[config.mk]
export PLATFORM = sky130hd
export DESIGN_NAME = hazard_scoreboard
export DESIGN_NICKNAME = d
export VERILOG_FILES = /design/src/rtl/hazard_scoreboard_pkg.sv /design/src/rtl/hazard_scoreboard_entry_cnt.sv /design/src/rtl/hazard_scoreboard.sv
export SDC_FILE = /design/constraint.sdc
export NUM_CORES = 1
export LEC_CHECK = 0
export CORE_ASPECT_RATIO = 0.6
export CORE_MARGIN = 3
export CORE_UTILIZATION = 60
export CTS_CLUSTER_SIZE = 25
export DETAILED_ROUTE_END_ITERATION = 6
export DONT_BUFFER_PORTS = 1
export GPL_TIMING_DRIVEN = 0
export PLACE_DENSITY = 0.76
export SLEW_MARGIN = 5
export SYNTH_ARGS = -nofsm -noshare
export SYNTH_HDL_FRONTEND = slang
export SYNTH_SLANG_ARGS = --single-unit
[constraint.sdc]
create_clock -name clk -period 6.7 [get_ports clk]
set_clock_uncertainty 0.2 [all_clocks]
set_input_delay 1.005 -clock clk [delete_from_list [all_inputs] [get_ports clk]]
set_output_delay 1.005 -clock clk [all_outputs]
set_load 0.005 [all_outputs]
[src/rtl/hazard_scoreboard_pkg.sv]
// Shared constants for the load-use hazard scoreboard: register file geometry,
// load latency defaults and the instruction used to flush IF/ID.
package hazard_scoreboard_pkg;

  localparam int REG_AW_DEF   = 5;
  localparam int LOAD_LAT_DEF = 1;
  localparam int LOAD_LAT_MIN = 1;
  localparam int LOAD_LAT_MAX = 7;

  // addi x0, x0, 0 -- the canonical NOP written into IF/ID on a flush
  localparam logic [31:0] NOP_INSN = 32'h0000_0013;

  function automatic int pend_width(input int lat);
    return $clog2(lat + 1);
  endfunction

endpackage

[src/rtl/hazard_scoreboard_entry_cnt.sv]
// One register's load-pending countdown: reloads on a load issue, otherwise
// counts down to zero and sticks there.
module sb_entry_cnt #(
  parameter int LOAD_LAT = 1,
  parameter int PW       = 1
) (
  input  logic clk,
  input  logic rst_n,
  input  logic load_i,
  output logic pend_o
);

  logic [PW-1:0] cnt_q, cnt_d;

  // A fresh load wins over the decrement of an older, still-pending one
  always_comb begin
    cnt_d = cnt_q;
    if (load_i)
      cnt_d = PW'(LOAD_LAT);
    else if (cnt_q != '0)
      cnt_d = cnt_q - PW'(1);
  end

  always_ff @(posedge clk) begin
    if (!rst_n) cnt_q <= '0;
    else        cnt_q <= cnt_d;
  end

  assign pend_o = (cnt_q != '0);

endmodule

[src/rtl/hazard_scoreboard.sv]
// Load-use hazard detection for an in-order pipeline: per-register pending
// counters, stall/flush steering and a saturating stall-cycle counter.
module hazard_scoreboard
  import hazard_scoreboard_pkg::*;
#(
  parameter int REG_AW   = REG_AW_DEF,
  parameter int LOAD_LAT = LOAD_LAT_DEF,
  parameter int CNT_W    = 16
) (
  input  logic              clk,
  input  logic              rst_n,
  input  logic              id_valid,
  input  logic [REG_AW-1:0] id_rs1,
  input  logic [REG_AW-1:0] id_rs2,
  input  logic              id_rs1_used,
  input  logic              id_rs2_used,
  input  logic [REG_AW-1:0] id_rd,
  input  logic              id_regWrite,
  input  logic              id_memRead,
  input  logic              branch_taken,
  output logic              PC_write,
  output logic              ifid_write,
  output logic              ctrl_hazard,
  output logic              if_flush,
  output logic [CNT_W-1:0]  stall_cnt
);

  localparam int NREG = 2 ** REG_AW;
  localparam int PW   = pend_width(LOAD_LAT);

  logic [NREG-1:0]  pend_vec;
  logic             raw, stall, issue, load_set;
  logic [CNT_W-1:0] stall_cnt_q, stall_cnt_d;

  // x0 never holds a loaded value, so it has no counter at all
  assign pend_vec[0] = 1'b0;

  generate
    for (genvar gi = 1; gi < NREG; gi++) begin : g_entry
      sb_entry_cnt #(
        .LOAD_LAT(LOAD_LAT),
        .PW      (PW)
      ) u_cnt (
        .clk   (clk),
        .rst_n (rst_n),
        .load_i(load_set && (id_rd == REG_AW'(gi))),
        .pend_o(pend_vec[gi])
      );
    end
  endgenerate

  assign raw = id_valid &&
               ((id_rs1_used && (id_rs1 != '0) && pend_vec[id_rs1]) ||
                (id_rs2_used && (id_rs2 != '0) && pend_vec[id_rs2]));

  // A taken branch squashes the ID instruction, so it can neither stall nor issue
  assign stall    = raw && !branch_taken;
  assign issue    = id_valid && !raw && !branch_taken;
  assign load_set = issue && id_memRead && id_regWrite && (id_rd != '0);

  assign PC_write    = !stall;
  assign ifid_write  = !stall;
  assign ctrl_hazard = stall || branch_taken;
  assign if_flush    = branch_taken;

  always_comb begin
    stall_cnt_d = stall_cnt_q;
    if (stall && (stall_cnt_q != '1))
      stall_cnt_d = stall_cnt_q + CNT_W'(1);
  end

  always_ff @(posedge clk) begin
    if (!rst_n) stall_cnt_q <= '0;
    else        stall_cnt_q <= stall_cnt_d;
  end

  assign stall_cnt = stall_cnt_q;

endmodule

==> results of run 1 <==
[power groups by stage]
stage	clock network [uW]	logic, uW	registers (uW)
after floorplan	0	40.2	287
after global placement	0	49.4	287
after detailed placement	0	50.1	287
after CTS	244	50.4	280
after global routing	260	55.5	280
final	243	50.6	280
[sequential cells by signal, summed over array words and instances, names as in the netlist]
signal	flops
stall_cnt	16
g_entry.u_cnt.pend_o	31
[logic make-up after synthesis]
logic type	share of synthesized area
muxes	0.1688
buffers and inverters	0.05730
and+or+nand+nor	0.2731
AOI/OAI and AO/OA	0.1074
adders and majority gates	0.005162
DFF	0.3882
[metal layers]
metal | part of all wire | up-vias
met5 | 0 | -
met4 | 0.0097 | 0
li1 | - | 957
met2 | 0.34 | 95
met1 | 0.56 | 903
met3 | 0.090 | 6
[Yosys cell counts (5+ instances only)]
cell,n,area (um^2)
nand2b_1,12,75.07
nand3_1,9,45.04
a21oi_1,10,50.05
mux2i_1,9,90.09
nand4_2,6,75.07
or4_1,6,45.04
clkbuf_1,5,18.77
inv_1,5,18.77
nand2_1,19,71.32
nor2_1,41,153.9
nor2b_1,6,37.54
o31ai_1,7,52.55
mux4_2,6,135.1
mux2_2,7,78.83
dfxtp_1,47,940.9
[worst max-delay path by stage]
| stage | start | endpoint | depth (start not counted) |
|---|---|---|---|
| 2_1_floorplan | id_rs1[0] | ctrl_hazard | 9 |
| 3_3_place_gp | id_rs1[0] | ctrl_hazard | 9 |
| 3_5_place_dp | id_rs1[0] | ctrl_hazard | 9 |
| 4_1_cts | id_rs1[0] | ctrl_hazard | 9 |
| 5_1_grt | id_rs1[0] | ctrl_hazard | 9 |
| 6_report | id_rs1[0] | ctrl_hazard | 9 |
[metrics by stage]
stage	hold WS [ns]	util	setup WS, ns	area (um^2)
after floorplan	0.2673	-	2.898	2424
after global placement	0.2978	0.6594	2.534	2482
after detailed placement	0.3050	0.6594	2.522	2482
after CTS	0.3204	0.6946	2.514	2615
after global routing	0.3340	0.6946	2.370	2615
final	0.3138	0.6946	2.453	2615
[worst min-delay path, stage by stage (launching register included)]
cell and delay [ns]:
dfxtp_1 0.35, nand2_1 0.06, mux2i_1 0.06
[layout make-up]
cell class / instances / area, um^2 / share of cell area
multi-input cells: 186 / 1344 / 0.5139
flip-flops and latches: 47 / 940.9 / 0.3598
plain buffers: 16 / 116.4 / 0.04450
clock buffers: 6 / 72.57 / 0.02775
clock inverters: 2 / 60.06 / 0.02297
well taps: 47 / 58.81 / 0.02249
inverters: 6 / 22.52 / 0.008612
==> impl_metrics.env, run 1 <==
export IMPL_port_buffers=0
export IMPL_ys_warn_count=0
export IMPL_power_uw=574.1
export IMPL_worstMarginPinSlew_ns=0.7890
export IMPL_avgSynthCellArea_um2=9.504
export IMPL_grt_pass1_vias=1762
export IMPL_routed_wl_um=5453
export IMPL_first_iter_violations=201
export IMPL_grt_setup_unrepaired="no"
export IMPL_cts_hold_buf=0
export IMPL_cts_buffer_depth=2
export IMPL_dpl_cell_count=302
export IMPL_layout_cells_most_common="dfxtp_1"
export IMPL_synth_async_reset_ratio=0
export IMPL_gp_congestion=0.8810
export IMPL_avgViaCountPerCell=6.326
export IMPL_ys_types=47
export IMPL_clock_sinks=47
export IMPL_synth_cells=255
export IMPL_groute_usage_overall=0.2411
export IMPL_synth_fp_nets=279
export IMPL_drc=0
export IMPL_power_density_nw_per_um2=219.6
export IMPL_layout_common_cells="dfxtp_1, nor2_1, nand2_1, nand2b_1, a21oi_1"
export IMPL_finalCritPeriodShare=0.6339
export IMPL_whs_path_depth=2
export IMPL_status="completed"
export IMPL_die_x_um=88.05
export IMPL_synth_flop_cell="dfxtp_1"
export IMPL_fin_cells=310
export IMPL_die_area_um2=4863
export IMPL_ios=43
export IMPL_totalNegativeSetupSlack_ns=0
export IMPL_rows=17
export IMPL_path_delay_family="multiplexers"
export IMPL_r2r_slack_ns=3.63
export IMPL_start_kind="primary input"
export IMPL_coreArea_um2=3765
export IMPL_antenna_cells=0
export IMPL_wl_per_cell_um=17.59
export IMPL_timing_rr_end="stall_cnt[15]$_SDFFE_PN0P_"
export IMPL_crit_top_cell="buf_6"
export IMPL_pwr_share_seq=0.488
export IMPL_syn_area_um2=2424
export IMPL_cp_end_kind="primary output"
export IMPL_use_met3=0.06110
export IMPL_crit_chain="buf_6, mux4_2, mux2i_1, a21oi_1, o311ai_1, o31a_2, buf_6, buf_12, o21bai_1"
export IMPL_setup_viol=0
export IMPL_min_from="stall_cnt[5]$_SDFFE_PN0P_"
export IMPL_slew_headroom=0.4721
export IMPL_post_cts_resize_count=0
export IMPL_drive_gt1_frac=0.1483
export IMPL_path_max_fanout=10
export IMPL_hold_end="stall_cnt[5]$_SDFFE_PN0P_"
export IMPL_start_util=0.6437
export IMPL_dr_pass1_iters=5
export IMPL_rr_worst_depth=9
export IMPL_die_h_um=55.23
export IMPL_antenna_found_initial=0
export IMPL_drv_slew=0
export IMPL_layout_min_cycle_time_ns=4.247
export IMPL_worstSkewPairLatency_ns=0.31
export IMPL_fill_cells=289
export IMPL_worstSetupPathType="primary input to primary output"
export IMPL_power_frac_comb=0.088
export IMPL_clkPwrFrac=0.424
export IMPL_top_usage_layer="met1"
export IMPL_max_freq_mhz=235.5
export IMPL_htree_levels=2
export IMPL_critPathMaxStageDelay_ns=0.50
export IMPL_cts_inserted_buffers=5
export IMPL_drv_cap=0
export IMPL_grt_first_pass_wirelength_um=8983
export IMPL_ys_ff_latch=47
export IMPL_p_int_uw=448.7
export IMPL_grt_max_degree=15
export IMPL_finalNetCount=286
export IMPL_grtUsageMet2=0.2758
export IMPL_cts_root_buf="clkbuf_8"
export IMPL_cts_tree="built"
export IMPL_p_switching_uw=125.4
export IMPL_cp_arrival_ns=3.04
export IMPL_place_hpwl_um=4189
export IMPL_path_clk_slew_ns=0.09
export IMPL_leakage_uw=0.0009559
export IMPL_vias=1961
export IMPL_r2r_start="stall_cnt[3]$_SDFFE_PN0P_"
export IMPL_grt_util_met1=0.4284
export IMPL_p_sw_frac=0.2185
export IMPL_synth_edf_count=0
export IMPL_required_ns=5.49
export IMPL_areaGrowthSynthToFinish_pct=7.899
export IMPL_post_cts_setup_buffers=0
export IMPL_overflow=0
export IMPL_slowest_stage="mux4_2"
export IMPL_hold_violations=0
export IMPL_critPathBufInv=3
export IMPL_hold_class="flip-flop to flip-flop"
export IMPL_vdd_drop_max_v=0.0001376
export IMPL_seq_area_frac_synth=0.3882
export IMPL_postRouteAntennaNets=0
Note: power is estimated with default switching activity, not from simulation.
==> run 2: changes to the inputs <==
--- a/config.mk
+++ b/config.mk
@@ -7,12 +7,12 @@
 export LEC_CHECK = 0
 export CORE_ASPECT_RATIO = 0.6
 export CORE_MARGIN = 3
-export CORE_UTILIZATION = 60
+export CORE_UTILIZATION = 56
 export CTS_CLUSTER_SIZE = 25
 export DETAILED_ROUTE_END_ITERATION = 6
 export DONT_BUFFER_PORTS = 1
 export GPL_TIMING_DRIVEN = 0
-export PLACE_DENSITY = 0.76
+export PLACE_DENSITY = 0.74
 export SLEW_MARGIN = 5
 export SYNTH_ARGS = -nofsm -noshare
 export SYNTH_HDL_FRONTEND = slang
==> constraint.sdc (replaced) <==
create_clock -name clk -period 3.64 [get_ports clk]
set_clock_uncertainty 0.2 [all_clocks]
set_input_delay 0.546 -clock clk [delete_from_list [all_inputs] [get_ports clk]]
set_output_delay 0.546 -clock clk [all_outputs]
set_load 0.005 [all_outputs]
==> run 2 against run 1 <==
Against the previous run:
- via count is 0.25% higher
- core utilization is 3.0 points lower
- largest cell class unchanged
- flip-flop and latch count stayed put
- final cell count is 2.9% higher
- sequential share of layout area is 0.19 points higher
==> impl_metrics.env, run 2 (synthesis gave the netlist of run 1 again) <==
export IMPL_port_buffers=0
export IMPL_dp_slack_ns=0.3551
export IMPL_required_ns=2.89
export IMPL_p_int_uw=752.3
export IMPL_antenna_found_initial=0
export IMPL_hold_violations=0
export IMPL_htree_levels=2
export IMPL_r2r_slack_ns=0.45
export IMPL_dr_pass1_iters=4
export IMPL_power_uw=983.3
export IMPL_status="completed"
export IMPL_finalNetCount=286
export IMPL_gp_congestion=0.8447
export IMPL_post_route_util=0.6646
export IMPL_layout_min_cycle_time_ns=3.346
export IMPL_slew_headroom=0.4819
export IMPL_drv_cap=0
export IMPL_wl_per_cell_um=17.66
export IMPL_path_max_fanout=10
export IMPL_cts_tree="built"
export IMPL_path_clk_slew_ns=0.09
export IMPL_clkPwrFrac=0.379
export IMPL_hold_ws_ns=0.1806
export IMPL_cts_hold_buf=0
export IMPL_leakage_uw=0.0009408
export IMPL_grt_max_degree=15
export IMPL_start_util=0.6192
export IMPL_drc=0
export IMPL_hold_class="primary input to flip-flop"
export IMPL_worstSkewPairLatency_ns=0.30
export IMPL_die_h_um=56.96
export IMPL_drive_gt1_frac=0.1489
export IMPL_max_freq_mhz=298.9
export IMPL_areaGrowthSynthToFinish_pct=7.331
export IMPL_drv_slew=0
export IMPL_avgViaCountPerCell=6.163
export IMPL_totalNegativeSetupSlack_ns=0
export IMPL_coreArea_um2=3914
export IMPL_grt_first_pass_wirelength_um=9315
export IMPL_layout_common_cells="dfxtp_1, nor2_1, nand2_1, nand2b_1, a21oi_1"
export IMPL_die_area_um2=5179
export IMPL_place_hpwl_um=4298
export IMPL_ios=43
export IMPL_cts_root_buf="clkbuf_8"
export IMPL_grt_setup_unrepaired="no"
export IMPL_worstSetupPathType="primary input to primary output"
export IMPL_crit_top_cell="buf_6"
export IMPL_slowest_stage="mux4_2"
export IMPL_largest_reg_flops=31
export IMPL_cts_buffer_depth=2
export IMPL_postRouteAntennaNets=0
export IMPL_fin_ws_ns=0.2939
export IMPL_pwr_share_seq=0.525
export IMPL_finalCritPeriodShare=0.9193
export IMPL_overflow=0
export IMPL_p_switching_uw=231.0
export IMPL_post_cts_resize_count=0
export IMPL_power_frac_comb=0.096
export IMPL_start_kind="primary input"
export IMPL_first_iter_violations=150
export IMPL_cts_inserted_buffers=5
export IMPL_die_x_um=90.93
export IMPL_cp_arrival_ns=2.60
export IMPL_post_cts_setup_buffers=0
export IMPL_routed_wl_um=5633
export IMPL_rows=17
export IMPL_clock_sinks=47
export IMPL_worstMarginPinSlew_ns=0.7742
export IMPL_groute_usage_overall=0.2272
export IMPL_power_density_nw_per_um2=378.0
export IMPL_cp_end_kind="primary output"
export IMPL_crit_chain="buf_6, mux4_2, mux2i_1, a21oi_1, o311ai_1, o31a_2, buf_6, buf_12, o21bai_1"
export IMPL_p_sw_frac=0.2350
export IMPL_critPathMaxStageDelay_ns=0.51
export IMPL_vdd_drop_max_v=0.0002871
export IMPL_vias=1966
export IMPL_layout_cells_most_common="dfxtp_1"
export IMPL_setup_viol=0
export IMPL_antenna_cells=0
export IMPL_grt_pass1_vias=1754
==> run 2: changes by cell type in the layout (fill, tap and decap cells not counted), sizes merged <==
cell / before / now
bufinv: 2 / 1
clkbuf: 11 / 10
clkinvlp: 0 / 1
==> run 2: area by class of cell <==
cell class	instances	area, um^2
well taps	57	71.32
multi-input cells	186	1344
inverters	6	22.52
flip-flops and latches	47	940.9
clock inverters	2	37.54
fillers	321	1313
clock buffers	5	68.82
plain buffers	16	116.4
==> run 2: critical path: cells and delay by family <==
family	cells	cell delay, ns
buffers and inverters	3	0.47
AO/OA/AOI/OAI	4	0.80
multiplexers	2	0.78
==> run 2: final timing paths <==
| check | from | cells past startpoint | to |
|---|---|---|---|
| setup / recovery | id_rs1[0] | 9 | ctrl_hazard |
| hold / removal | id_rd[4] | 2 | g_entry[28].u_cnt.pend_o$_SDFF_PN0_ |
| setup reg to reg | stall_cnt[3]$_SDFFE_PN0P_ | 9 | stall_cnt[15]$_SDFFE_PN0P_ |
| hold reg to reg | stall_cnt[5]$_SDFFE_PN0P_ | 2 | stall_cnt[5]$_SDFFE_PN0P_ |
==> run 2: power groups by stage <==
| stage | logic (uW) | clock network, uW | registers (uW) |
|---|---|---|---|
| 6_report | 94.4 | 373 | 516 |
| 4_1_cts | 93.2 | 376 | 516 |
| 3_5_place_dp | 92.8 | 0 | 528 |
| 5_1_grt | 103 | 401 | 516 |
| 3_3_place_gp | 91.7 | 0 | 528 |
| 2_1_floorplan | 73.9 | 0 | 527 |
==> run 2: routing by layer <==
layer,vias up,part of all wire,global-route usage,wire (um)
met5,-,0,0,0
li1,945,-,-,-
met1,925,0.54,0.3847,3037
met3,6,0.097,0.07510,549
met4,0,0.0075,0.04506,42
met2,90,0.36,0.2636,2004
==> run 2: per-stage QoR <==
step           cells  instance area (um^2)
6_report         319                  2601
5_1_grt          319                  2601
4_1_cts          319                  2601
3_5_place_dp     312                  2495
3_3_place_gp     312                  2495
2_1_floorplan    255                  2424
==> run 3: changes to the inputs <==
--- a/config.mk
+++ b/config.mk
@@ -7,12 +7,11 @@
 export LEC_CHECK = 0
 export CORE_ASPECT_RATIO = 0.6
 export CORE_MARGIN = 3
-export CORE_UTILIZATION = 56
+export CORE_UTILIZATION = 45
 export CTS_CLUSTER_SIZE = 25
 export DETAILED_ROUTE_END_ITERATION = 6
 export DONT_BUFFER_PORTS = 1
 export GPL_TIMING_DRIVEN = 0
-export PLACE_DENSITY = 0.74
 export SLEW_MARGIN = 5
 export SYNTH_ARGS = -nofsm -noshare
 export SYNTH_HDL_FRONTEND = slang
==> run 3 against run 2 <==
Against the previous run:
- final cell count increased by 3.1%
- largest cell class unchanged
- worst setup slack improved by 0.060 ns
- highest routed layer unchanged
- clock power increased by 7.5%
- largest power group unchanged
==> impl_metrics.env, run 3 (synthesis gave the netlist of run 1 again) <==
export IMPL_r2r_start="stall_cnt[0]$_SDFFE_PN0P_"
export IMPL_hold_end="g_entry[31].u_cnt.pend_o$_SDFF_PN0_"
export IMPL_grt_max_degree=15
export IMPL_cts_inserted_buffers=5
export IMPL_max_freq_mhz=304.4
export IMPL_die_h_um=62.85
export IMPL_antenna_found_initial=0
export IMPL_ios=43
export IMPL_leakage_uw=0.0009517
export IMPL_dr_pass1_iters=4
export IMPL_areaGrowthSynthToFinish_pct=8.260
export IMPL_clock_sinks=47
export IMPL_critPathBufInv=3
export IMPL_post_cts_resize_count=0
export IMPL_first_iter_violations=98
export IMPL_grt_setup_unrepaired="no"
export IMPL_layout_cells_most_common="dfxtp_1"
export IMPL_layout_common_cells="dfxtp_1, nor2_1, nand2_1, nand2b_1, a21oi_1"
export IMPL_worstMarginPinSlew_ns=0.7942
export IMPL_rows=20
export IMPL_hold_violations=0
export IMPL_timing_rr_end="stall_cnt[15]$_SDFFE_PN0P_"
export IMPL_rr_worst_depth=9
export IMPL_crit_chain="buf_6, mux4_2, mux2i_1, a21oi_1, o311ai_1, o31a_2, buf_6, buf_12, o21bai_1"
export IMPL_setup_viol=0
export IMPL_vias=1905
export IMPL_whs_path_depth=2
export IMPL_r2r_slack_ns=0.49
export IMPL_grt_first_pass_wirelength_um=9577
export IMPL_overflow=0
export IMPL_place_hpwl_um=4541
export IMPL_htree_levels=2
export IMPL_power_uw=1012
export IMPL_die_x_um=100.7
export IMPL_worstSkewPairLatency_ns=0.30
export IMPL_finalNetCount=286
export IMPL_vdd_drop_max_v=0.0001597
export IMPL_port_buffers=0
export IMPL_cts_buffer_depth=2
export IMPL_cp_arrival_ns=2.54
export IMPL_drive_gt1_frac=0.1521
export IMPL_min_from="id_rd[4]"
export IMPL_finalCritPeriodShare=0.9027
export IMPL_crit_top_cell="buf_6"
export IMPL_antenna_cells=0
export IMPL_grt_pass1_vias=1755
export IMPL_die_area_um2=6331
export IMPL_slew_headroom=0.4685
export IMPL_worstSetupPathType="primary input to primary output"
export IMPL_totalNegativeSetupSlack_ns=0
export IMPL_hold_ws_ns=0.1778
export IMPL_cts_hold_buf=0
export IMPL_path_delay_family="compound AO/OA/AOI/OAI gates"
export IMPL_fill_cells=470
export IMPL_largest_reg_flops=31
export IMPL_start_util=0.4724
export IMPL_groute_usage_overall=0.1934
export IMPL_slowest_stage="mux4_2"
export IMPL_avgViaCountPerCell=5.790
export IMPL_drc=0
export IMPL_cts_root_buf="clkbuf_8"
export IMPL_cp_end_kind="primary output"
export IMPL_drv_slew=0
export IMPL_hold_class="primary input to flip-flop"
export IMPL_required_ns=2.89
export IMPL_start_kind="primary input"
export IMPL_status="completed"
export IMPL_post_cts_setup_buffers=0
export IMPL_critPathMaxStageDelay_ns=0.51
export IMPL_path_max_fanout=10
export IMPL_gp_congestion=0.8090
export IMPL_wl_per_cell_um=17.96
export IMPL_postRouteAntennaNets=0
export IMPL_cts_tree="built"
export IMPL_coreArea_um2=5130
export IMPL_path_clk_slew_ns=0.09
export IMPL_drv_cap=0
export IMPL_routed_wl_um=5908
export IMPL_layout_min_cycle_time_ns=3.286
export IMPL_power_density_nw_per_um2=385.7
run 3: worst max-delay path by stage:
stage,depth (start not counted),from,to,slack (ns)
final,9,id_rs1[0],ctrl_hazard,0.35
after global routing,9,stall_cnt[3]$_SDFFE_PN0P_,stall_cnt[15]$_SDFFE_PN0P_,0.24
after CTS,9,id_rs1[0],ctrl_hazard,0.36
after detailed placement,9,id_rs1[0],ctrl_hazard,0.37
after global placement,9,id_rs1[0],ctrl_hazard,0.34
after floorplan,9,id_rs1[0],ctrl_hazard,0.76
run 3: report_power, final:
part | internal [uW] | total, uW | switching, uW
clock | 222 | 401 | 179
combinational | 36.9 | 95.0 | 58.0
sequential | 515 | 516 | 1.43
run 3: cell type report:
type | instances | area (um^2) | area share
inverters | 6 | 22.52 | 0.008584
clock buffers | 6 | 82.58 | 0.03147
plain buffers | 16 | 116.4 | 0.04435
clock inverters | 2 | 35.03 | 0.01335
well taps | 66 | 82.58 | 0.03147
multi-input cells | 186 | 1344 | 0.5122
flip-flops and latches | 47 | 940.9 | 0.3586
run 3: metal layers:
layer	GRT usage	up-vias	wire length [um]
met3	0.04905	4	376
met4	0.05042	0	54
met1	0.3359	885	3413
met5	0	-	0
li1	-	949	-
met2	0.2180	67	2064
run 3: metrics by stage:
step / std cells / setup WS, ns / area (um^2) / util
after floorplan: 255 / 0.7557 / 2424 / -
after global routing: 329 / 0.2437 / 2624 / 0.5115
after global placement: 321 / 0.3382 / 2506 / 0.4885
after detailed placement: 321 / 0.3650 / 2506 / 0.4885
final: 329 / 0.3543 / 2624 / 0.5115
after CTS: 329 / 0.3555 / 2624 / 0.5115
